$ cat config.mk
export PLATFORM = sky130hd
export DESIGN_NAME = rf_dump_reader
export DESIGN_NICKNAME = d
export VERILOG_FILES = /design/src/rtl/rf_dump_reader_pkg.sv /design/src/rtl/rf_dump_reader.sv
export SDC_FILE = /design/constraint.sdc
export NUM_CORES = 1
export LEC_CHECK = 0
export CORE_AREA = 2 2 73 75
export CTS_CLUSTER_DIAMETER = 30
export DETAILED_ROUTE_END_ITERATION = 16
export DIE_AREA = 0 0 75 77
export GPL_ROUTABILITY_DRIVEN = 0
export PLACE_DENSITY = 0.83
export SKIP_CTS_REPAIR_TIMING = 1
export SLEW_MARGIN = 20
export SYNTH_ARGS = -nofsm -noshare
export SYNTH_HDL_FRONTEND = slang
export SYNTH_SLANG_ARGS = --single-unit
$ cat constraint.sdc
create_clock -name CLK -period 2.9 [get_ports CLK]
set_input_delay 0.87 -clock CLK [delete_from_list [all_inputs] [get_ports CLK]]
set_output_delay 0.87 -clock CLK [all_outputs]
set_load 0.02 [all_outputs]
$ cat src/rtl/rf_dump_reader_pkg.sv
// Shared definitions for the register-file dump reader: state encoding and
// the data/address widths it shares with the integer register file.
package rf_dump_reader_pkg;

  localparam int RF_WIDTH      = 32;
  localparam int RF_DEPTH_BITS = 5;

  typedef enum logic [1:0] {
    ST_IDLE = 2'd0,
    ST_READ = 2'd1,
    ST_SEND = 2'd2,
    ST_DONE = 2'd3
  } state_t;

endpackage

$ cat src/rtl/rf_dump_reader.sv
// Walks an inclusive, wrapping address range over one register-file read port
// and streams each (address, data) snapshot on a valid/ready interface.
module rf_dump_reader
  import rf_dump_reader_pkg::*;
#(
  parameter int WIDTH      = RF_WIDTH,
  parameter int DEPTH_BITS = RF_DEPTH_BITS
) (
  input  logic                  CLK,
  input  logic                  RST,
  input  logic                  Start,
  input  logic                  Abort,
  input  logic [DEPTH_BITS-1:0] FirstAddr,
  input  logic [DEPTH_BITS-1:0] LastAddr,
  output logic [DEPTH_BITS-1:0] RfRdAddress,
  input  logic [WIDTH-1:0]      RfRdData,
  output logic [WIDTH-1:0]      OutData,
  output logic [DEPTH_BITS-1:0] OutAddr,
  output logic                  OutValid,
  input  logic                  OutReady,
  output logic                  Busy,
  output logic                  Done
);

  state_t                  state_r, state_s;
  logic [DEPTH_BITS-1:0]   addr_r, addr_s;
  logic [DEPTH_BITS-1:0]   last_r, last_s;
  logic [DEPTH_BITS-1:0]   out_addr_r, out_addr_s;
  logic [WIDTH-1:0]        out_data_r, out_data_s;
  logic                    out_valid_r, out_valid_s;
  logic                    busy_r, busy_s;
  logic                    done_r, done_s;
  logic                    handshake_s;
  logic                    at_last_s;

  assign handshake_s = out_valid_r & OutReady;
  assign at_last_s   = (addr_r == last_r);

  // Next-state and next-output decode; Abort takes priority in every active state.
  always_comb begin
    state_s     = state_r;
    addr_s      = addr_r;
    last_s      = last_r;
    out_addr_s  = out_addr_r;
    out_data_s  = out_data_r;
    out_valid_s = out_valid_r;
    done_s      = 1'b0;
    case (state_r)
      ST_IDLE: begin
        out_valid_s = 1'b0;
        if (Start && !Abort) begin
          addr_s  = FirstAddr;
          last_s  = LastAddr;
          state_s = ST_READ;
        end else begin
          state_s = ST_IDLE;
        end
      end
      ST_READ: begin
        if (Abort) begin
          out_valid_s = 1'b0;
          state_s     = ST_IDLE;
        end else begin
          // RfRdData reflects pre-edge contents, so this is the snapshot point.
          out_data_s  = RfRdData;
          out_addr_s  = addr_r;
          out_valid_s = 1'b1;
          state_s     = ST_SEND;
        end
      end
      ST_SEND: begin
        if (Abort) begin
          out_valid_s = 1'b0;
          state_s     = ST_IDLE;
        end else if (handshake_s) begin
          out_valid_s = 1'b0;
          if (at_last_s) begin
            done_s  = 1'b1;
            state_s = ST_DONE;
          end else begin
            addr_s  = addr_r + DEPTH_BITS'(1);
            state_s = ST_READ;
          end
        end else begin
          state_s = ST_SEND;
        end
      end
      ST_DONE: begin
        out_valid_s = 1'b0;
        state_s     = ST_IDLE;
      end
      default: begin
        out_valid_s = 1'b0;
        state_s     = ST_IDLE;
      end
    endcase
    busy_s = (state_s != ST_IDLE);
  end

  // State and output registers; Done is registered so it is high exactly while in DONE.
  always_ff @(posedge CLK or negedge RST) begin
    if (!RST) begin
      state_r     <= ST_IDLE;
      addr_r      <= '0;
      last_r      <= '0;
      out_addr_r  <= '0;
      out_data_r  <= '0;
      out_valid_r <= 1'b0;
      busy_r      <= 1'b0;
      done_r      <= 1'b0;
    end else begin
      state_r     <= state_s;
      addr_r      <= addr_s;
      last_r      <= last_s;
      out_addr_r  <= out_addr_s;
      out_data_r  <= out_data_s;
      out_valid_r <= out_valid_s;
      busy_r      <= busy_s;
      done_r      <= done_s;
    end
  end

  assign RfRdAddress = addr_r;
  assign OutData     = out_data_r;
  assign OutAddr     = out_addr_r;
  assign OutValid    = out_valid_r;
  assign Busy        = busy_r;
  assign Done        = done_r;

endmodule

# == Yosys cells after proc, flatten, opt, wreduce, memory -nomap -nowiden ==
# Index checks and enable logic that the tools add are counted.
# totals
regBits,52
inputBits,47
out_inout_bits,45
elab_cells,48
# classes
addsub,1
n_eq_ne,9
muxes,19
bitwise_logic,2
n_reduce_logical,9
# ops
operator,count
5-bit two-way mux,4
5-bit one-hot mux with 2 select lines,1
1-bit two-way mux,8
2-bit two-way mux,4
2-bit != test (second input constant),4
2-bit one-hot mux with 4 select lines,1
5-bit by 1-bit adder with 5-bit output (second input constant),1
5-bit equality test,1
5-bit AND reduction,1
2-bit equality test (second input constant),2
2-bit AND reduction,2
2-bit nonzero test,2
3-bit != test (second input constant),1
1-bit one-hot mux with 3 select lines,1
2-bit by 1-bit equality test with 1-bit output (second input constant),1
2-bit logical NOT,1
2-bit OR reduction,1
1-bit AND,1
1-bit logical AND,1
1-bit logical NOT,1
1-bit NOT,1

# == Logic depth before layout (Yosys ltp) ==
# depth
word_depth,6
depth_mapped,6

# == Least setup slack after synthesis ==
# OpenSTA, ideal clock, no wires.
# synth_timing
path_kind,input to register
start,input Abort
end,"register addr_r[1], in the netlist RfRdAddress[1]"
arrival_time_ns,1.866
setup_slack_ns,0.909
stages,4
cell_sequence,buf_2 -> a211o_1 -> a21oi_2 -> mux2_4
# synth_between
elab_chain_cells,4
# synth_rtl
item,line_no,text
"start, declared",rf_dump_reader.sv:12,"input logic Abort,"
1-bit logical NOT,rf_dump_reader.sv:51,if (Start && !Abort) begin
1-bit logical AND,rf_dump_reader.sv:51,
2-bit != test (no line),--,
5-bit AND reduction (no line) *,--,
"end signal, assigned",rf_dump_reader.sv:113,addr_r <= addr_s;
"end, declared",rf_dump_reader.sv:26,"logic [DEPTH_BITS-1:0] addr_r, addr_s;"
# Every way passes the cells marked *; elsewhere a longest branch is shown, timed or not.
# A chain may end at the register's enable or synchronous reset.

# == Final worst setup path ==
# layout_timing
start,"register addr_r[2], in the netlist RfRdAddress[2]"
end,output RfRdAddress[2]
# layout_lines
item,line_no,text
"end, declared",rf_dump_reader.sv:15,"output logic [DEPTH_BITS-1:0] RfRdAddress,"
# No word-level cell between the ends.

==> flow_metrics.env <==
export IMPL_power_per_cell_area_mw_per_mm2=780
export IMPL_hold_class="flip-flop to flip-flop"
export IMPL_core_rowCount=26
export IMPL_overflow=0
export IMPL_synth_compound_area_share_pct=5.99
export IMPL_grt_pass1_wl_um=7360
export IMPL_syn_inst=152
export IMPL_slew_violations=0
export IMPL_yosys_area_top_type="dfrtp_1"
export IMPL_track_usage_pct=16.3
export IMPL_fin_skew_ns=0.00474
export IMPL_stdcell_area_mm2=0.00329
export IMPL_tightest_slew_ns=0.725
export IMPL_die_w_um=75
export IMPL_diodes=0
export IMPL_clkSlewWorstSetupHoldPaths_ns=0.09
export IMPL_grt_pass1_vias=1623
export IMPL_numCtsBuffers=5
export IMPL_antenna_found_initial=0
export IMPL_fin_nets=294
export IMPL_cp_arrival_ns=1.46
export IMPL_setup_violations=0
export IMPL_drtAntennaViolNets=0
export IMPL_yosys_top_cells_area="dfrtp_1 59%, mux2_2 22%, xor2_1 2.0%"
export IMPL_synth_top_area_share_pct=59.3
export IMPL_cts_buffer_depth=2
export IMPL_cts_sinks=52
export IMPL_path_class="flip-flop to primary output"
export IMPL_yosys_area_share_adder_pct=0.570
export IMPL_p_leak_nw=1.34
export IMPL_mostFrequentLayoutCells="90 x clkdlybuf4s50_1, 52 x dfrtp_1, 42 x mux2_2"
export IMPL_crit_path_start_kind="flip-flop"
export IMPL_power_mw=2.57
export IMPL_num_vias=1552
export IMPL_crit_chain="clkdlybuf4s50_1"
export IMPL_core_mm2=0.00498
export IMPL_grt_setup_unrepaired="false"
export IMPL_hold_viol=0
export IMPL_grt_max_degree=29
export IMPL_synth_fp_nets=200
export IMPL_cp_slowest_cell="clkdlybuf4s50_1"
export IMPL_maxCapViolCount=0
export IMPL_num_io_pins=92
export IMPL_avgRoutedWirePerCell_um=14.4
export IMPL_period_minus_slack_ns=2.33
export IMPL_drt_total_wl_um=4560
export IMPL_path_buf_inv=1
export IMPL_instances_no_fill=317
export IMPL_die_y_um=77
export IMPL_dp_hpwl_um=3440
export IMPL_syn_area_per_cell_um2=14.4
export IMPL_final_common_cell="clkdlybuf4s50_1"
export IMPL_crit_family="buffers and inverters"
export IMPL_num_fill_cells=380
export IMPL_synth_top_family_by_area="multiplexers"
export IMPL_cts_root_buf="clkbuf_8"
export IMPL_synth_xor_area_share_pct=2.00
export IMPL_yosys_area_share_simple_pct=7.41
export IMPL_cp_required_ns=2.03
export IMPL_synth_seq_cells=52
export IMPL_crit_fanout=7
export IMPL_dieArea_mm2=0.00578
export IMPL_drive_above_1_share_pct=24.7
export IMPL_yosysWarningCount=0
export IMPL_initial_core_util_pct=44.1
export IMPL_maxClockFrequency_mhz=429
export IMPL_avgViaCountPerCell=4.90
export IMPL_cts_tree="yes"
export IMPL_area_growth_pct=49.9
export IMPL_slowest_delay_ns=0.67
export IMPL_drtPass1Iterations=4
export IMPL_insertion_delay_ns=0.29
export IMPL_place_area_mm2=0.00318
export IMPL_htreeDepth=2
export IMPL_seq_area_frac_synth_pct=59.3
export IMPL_finalCritPeriodShare_pct=80.4
export IMPL_status="complete, no violations"
export IMPL_drtIter0Drc=26
export IMPL_drc=0
export IMPL_port_buffer_count=91
export IMPL_syn_area_mm2=0.00219
export IMPL_yosys_mux_area_fraction_pct=22.7
export IMPL_dp_cells=309
export IMPL_vdd_drop_max_mv=0.494
export IMPL_worstSetupEndpointType="primary output"
export IMPL_slew_headroom_pct=51.5
export IMPL_yosysUniqueCellTypes=31
export IMPL_fin_setup_tns_ns=0
==> cells in the mapped netlist, drive strengths merged <==
| library cell | number |
|---|---|
| a211oi | 2 |
| nor3 | 3 |
| xor2 | 5 |
| inv | 1 |
| buf | 6 |
| mux2 | 43 |
| o22ai | 2 |
| a211o | 2 |
| a21oi | 2 |
| a2bb2oi | 3 |
| nand3 | 4 |
| a311oi | 1 |
| dfrtp | 52 |
| nor2 | 5 |
| o21ai | 1 |
| clkbuf | 1 |
| nand2 | 7 |
| ha | 1 |
| a221oi | 3 |
| mux2i | 1 |
| nor4 | 1 |
| nand2b | 4 |
| nor2b | 1 |
| nand3b | 1 |
==> sequential cells by signal, summed over array words and instances (netlist names) <==
signal       count
OutAddr          5
state_r          2
Busy             1
Done             1
OutValid         1
RfRdAddress      5
OutData         32
last_r           5
==> logic make-up after synthesis <==
group | Yosys count
flip-flops | 52
adder cells (fa/ha/maj) | 1
AND/OR/NAND/NOR | 26
XOR/XNOR | 5
multiplexers | 44
AO/OA/AOI/OAI | 16
buffers and inverters | 8
==> metal layers <==
layer  wire, µm  GRT usage (%)
met1       1890           19.5
met2       2230           27.2
met3        399           5.91
met4         36           4.82
met5          0              0
==> final timing paths <==
path	from	end	slack [ns]	depth (start not counted)
setup reg to reg	RfRdAddress[1]	RfRdAddress[1]	1.18	4
hold reg to reg	OutData[18]	OutData[18]	0.51	1
setup / recovery	RfRdAddress[2]	RfRdAddress[2]	0.57	1
min in group asynchronous	RST	OutData[26]	0.57	1
max in group asynchronous	RST	OutData[17]	1.77	2
hold / removal	OutData[18]	OutData[18]	0.51	1
==> stage by stage <==
stage	setup WS, ns	hold slack (ns)	util, %
finish	0.567	0.510	66.1
global route	0.529	0.524	66.1
CTS	0.556	0.515	66.1
detailed placement	0.339	0.494	63.9
global placement	0.390	0.488	63.9
floorplan	0.909	0.501	-
==> final cells by class <==
type	count	area [µm²]	share of cell area (%)
multi-input cells	92	848	25.8
repair buffers	94	941	28.6
well taps	70	87.6	2.66
clock inverters	2	35.0	1.07
flip-flops and latches	52	1300	39.6
inverters	1	3.75	0.114
clock buffers	6	72.6	2.21
==> where the power goes <==
part           switching, mW  internal [mW]  total, mW
sequential             0.134          0.929       1.06
combinational          0.463          0.565       1.03
clock                  0.219          0.256      0.475
Power figures use the tool's default switching activity.
